**config.mk**
```make
export PLATFORM = sky130hd
export DESIGN_NAME = up_down_counter
export DESIGN_NICKNAME = d
export VERILOG_FILES = /design/src/rtl/up_down_counter.sv
export SDC_FILE = /design/constraint.sdc
export NUM_CORES = 1
export LEC_CHECK = 0
export ABC_CLOCK_PERIOD_IN_PS = 1600
export CAP_MARGIN = 20
export CELL_PAD_IN_SITES_DETAIL_PLACEMENT = 1
export CELL_PAD_IN_SITES_GLOBAL_PLACEMENT = 2
export CORE_AREA = 5 5 42 44
export DETAILED_ROUTE_END_ITERATION = 16
export DIE_AREA = 0 0 47 49
export GPL_TIMING_DRIVEN = 0
export MAX_ROUTING_LAYER = met4
export PLACE_DENSITY = 0.64
export RECOVER_POWER = 25
export SLEW_MARGIN = 20
export SYNTH_ARGS = -nofsm -noshare
export SYNTH_HDL_FRONTEND = slang
export SYNTH_SLANG_ARGS = --single-unit
```
**constraint.sdc**
```tcl
create_clock -name clc -period 1.6 [get_ports clc]
set_clock_uncertainty 0.1 [all_clocks]
set_input_delay 0.24 -clock clc [delete_from_list [all_inputs] [get_ports clc]]
set_output_delay 0.24 -clock clc [all_outputs]
set_load 0.03 [all_outputs]
```
**src/rtl/up_down_counter.sv**
```systemverilog
`default_nettype none
// ============================================================================
// Module      : up_down_counter
// Description : Synchronous up/down counter with a single direction select.
//               Steps once per rising clock edge, either wrapping around
//               or saturating at the ends of the range 0..MODULUS-1.
// Revision    : 1.0 - initial release
// ----------------------------------------------------------------------------
// Parameters
//   WIDTH        counter width in bits (>= 1)
//   MODULUS      count range is 0..MODULUS-1, 2 <= MODULUS <= 2**WIDTH
//   SATURATE     0: wrap at range ends, 1: hold at range ends
//   RESET_VALUE  value loaded by reset, must be < MODULUS
// Ports
//   q    out  WIDTH  current count, straight from the state register
//   rst  in   1      synchronous reset, active-low
//   s    in   1      direction: 1 = up, 0 = down
//   clc  in   1      clock, rising edge
// ============================================================================
module up_down_counter #(
    parameter int WIDTH       = 4,
    parameter int MODULUS     = 2**WIDTH,
    parameter bit SATURATE    = 1'b0,
    parameter int RESET_VALUE = 0
) (
    output logic [WIDTH-1:0] q,
    input  logic             rst,
    input  logic             s,
    input  logic             clc
);

    // Top of the count range. Compared explicitly so that a modulus that
    // is not a power of two behaves exactly like a power-of-two one.
    localparam logic [WIDTH-1:0] c_MAX   = WIDTH'(MODULUS - 1);
    localparam logic [WIDTH-1:0] c_RST   = WIDTH'(RESET_VALUE);

    // Value taken when stepping past either end of the range: the far end
    // when wrapping, the same end when saturating.
    localparam logic [WIDTH-1:0] c_UP_END = SATURATE ? c_MAX : '0;
    localparam logic [WIDTH-1:0] c_DN_END = SATURATE ? '0    : c_MAX;

    logic [WIDTH-1:0] count_q;
    logic [WIDTH-1:0] count_d;

    always_comb begin
        count_d = count_q;
        if (s) begin
            // ">=" rather than "==" keeps the next value in range even if
            // the register ever held something above the top of the range.
            if (count_q >= c_MAX) begin
                count_d = c_UP_END;
            end else begin
                count_d = count_q + 1'b1;
            end
        end else begin
            if (count_q == '0) begin
                count_d = c_DN_END;
            end else if (count_q > c_MAX) begin
                count_d = c_MAX;
            end else begin
                count_d = count_q - 1'b1;
            end
        end
    end

    // Reset wins over counting; no enable, so every edge updates the count.
    always_ff @(posedge clc) begin
        if (!rst) begin
            count_q <= c_RST;
        end else begin
            count_q <= count_d;
        end
    end

    assign q = count_q;

endmodule
`default_nettype wire

```
==> impl_results.md <==
* Netlist cell types at 15
* Max FO, Critical Path at 8
* Area grow syn2layout at 44.1%
* Seq/Total Area, Yosys at 36.2%
* Avg WL per Cell at 9.58 microns
* TritonCTS buffer count at 3
* Final HPWL DP at 411 microns
* Slew @ Worst Pin at 0.327 ns
* Clock transition at path regs at 0.04 ns
* Multi-input logic area at 134 sq um
* RePlAce Congestion at 0.710
* Register area at 80.1 sq um
* CP peak stage delay at 0.45 ns
* Min Hold Slack at 0.430 ns
* Later-pin clock latency in the skew report at 0.23 ns
* Vias in the first global route at 228
* CP max stage cell: dfxtp_1
* Total wire length at 479 microns
* Critical path's top delay family: flip-flops
* Synth warnings at 0
* Pin count of the biggest net entering global routing at 9
* Die W at 47 microns
* Total power at 0.376 mW
* VDD IR max at 427 uV
* Critical path startpoint category: register
* Max Clk Rate at 685 MHz
* CTS tree: built
* Initial antenna violation count at 0
* Most Used Layer, Global Route: met2
* GRT Total Usage at 5.84%
* Asr flop ratio synth at 0%
* Layout cell share with drive strength beyond 1 at 8.82%
* Number of flip-flops in the largest register at 4
* Final Hold Fails at 0
* Antenna Nets Post-Route at 0
* Post-CTS Setup Bufs at 0
* FP Rows at 14
* Die Area at 0.00230 sq mm
* RSZ-0062 raised after global routing: false
* Met2 Track Usage GR at 9.28%
* Outcome: complete, no violations
* Root buffer cell: clkbuf_4
* Leakage at 0.139 nW
* Drt first pass iters at 3
* Port buffer count at 6
* First-pass GRT wire length at 938 microns
* Slew HR at 78.3%
* PnR worst setup slack at 0.141 ns
* Worst path cell trace: dlygate4sd2_1
* CP required at 1.26 ns
* Via count at 196
* PwrDens at 1180 mW/mm^2
* FF+latch count, synth at 4
* Minimum clock period at 1.46 ns
* Cells after Synth at 25
* Global routing usage on met1 at 6.13%
* Critical Path AT at 1.12 ns
* Die height at 49 microns
* Clock sinks at 4
* Hold WC Path Type: register to register
* # fillers at 177
* Nets@finish at 41
* Mapped Nets at 30
* Ys flop type: dfxtp_1
* Crit end category: output pin
* Remaining Overflow, GRT at 0
* I/O pin cnt at 7
* Final period util at 91.2%
* Synthesized area per cell at 8.86 sq um
* WS Path Type: register to output pin
* Clock buffer depth at 2
* Initial Util at 15.8%
* Placeable Area at 0.00140 sq mm
* DRC viols at 0
* Setup Viol. Count Final at 0
* GR met3 Demand/Resource at 4.43%
* Post-synthesis cell area at 221 sq um
* Antenna Cells at 0
* Vias per cell at 3.92
* H-tree depth at 1
* Final setup TNS at 0 ns
* DP Worst Slack at 0.0739 ns
* CP bufs+invs at 1
* Fin. max-slew vios at 0
* Iter 0 DRT Violations at 1
* EDFF count, synth at 0
* Max-Cap Viols at 0
[path summary, 6_finish.rpt]
path / from / end / slack (ns) / cells past startpoint
max: q[0]$_SDFF_PN0_ / q[0] / 0.14 / 1
min: q[0]$_SDFF_PN0_ / q[0]$_SDFF_PN0_ / 0.43 / 1
max reg2reg: q[0]$_SDFF_PN0_ / q[2]$_SDFF_PN0_ / 0.26 / 5
min reg2reg: q[0]$_SDFF_PN0_ / q[0]$_SDFF_PN0_ / 0.43 / 1
[metal layers]
metal	share of wire (%)	vias to the layer above	routed length (microns)
met5	0	-	0
met4	0	0	0
met3	8.4	0	40
met2	48	7	232
met1	43	83	206
li1	-	106	-
[what timing repair did]
action                                  in CTS  in global routing
endpoints found under the setup margin       4                  0
gates resized for setup                      4                  0
hold buffers                                 0                  0
[Yosys cell counts, drive strengths merged, types with 2 or more instances]
library cell	number	area, sq um
inv	2	7.51
dfxtp	4	80.1
ha	2	25.0
a21oi	2	10.0
and2	2	12.5
nand2	2	7.51
nor2	2	7.51
xnor2	2	17.5
[where the power goes]
| part | total, mW | internal, mW | switching, mW |
|---|---|---|---|
| registers | 0.139 | 0.116 | 0.0237 |
| logic | 0.115 | 0.0528 | 0.0620 |
| clock network | 0.122 | 0.0837 | 0.0383 |
[kinds of logic after synthesis]
logic type | share of synthesized area, %
buf+inv | 3.39
compound gates | 18.6
mux | 4.52
fa+ha+maj | 11.3
flops | 36.2
xor+xnor | 7.91
simple gates | 18.1
[stage by stage]
step | utilization (%) | cell area, sq um | instances
3_5_place_dp | 21.5 | 302 | 47
5_1_grt | 22.8 | 319 | 50
4_1_cts | 22.8 | 319 | 50
3_3_place_gp | 21.5 | 302 | 47
6_report | 22.8 | 319 | 50
2_1_floorplan | - | 221 | 25
[final cells by class]
| type | instances | area share [%] |
|---|---|---|
| Inverter | 2 | 2.35 |
| Timing Repair Buffer | 6 | 17.3 |
| Sequential cell | 4 | 25.1 |
| Tap cell | 16 | 6.27 |
| Multi-Input combinational cell | 19 | 42.0 |
| Clock buffer | 3 | 7.06 |
[cells in the final DEF, fill, tap and decap left out, types with 2 or more instances in the layout]
cell / Yosys / final
nand2_1: 2 / 2
dlygate4sd2_1: 0 / 4
clkbuf_4: 0 / 3
a21oi_1: 2 / 2
nor2_1: 2 / 2
inv_1: 2 / 2
dfxtp_1: 4 / 4
xnor2_1: 2 / 2
ha_1: 2 / 2
Note: power is estimated with default switching activity, not from simulation.
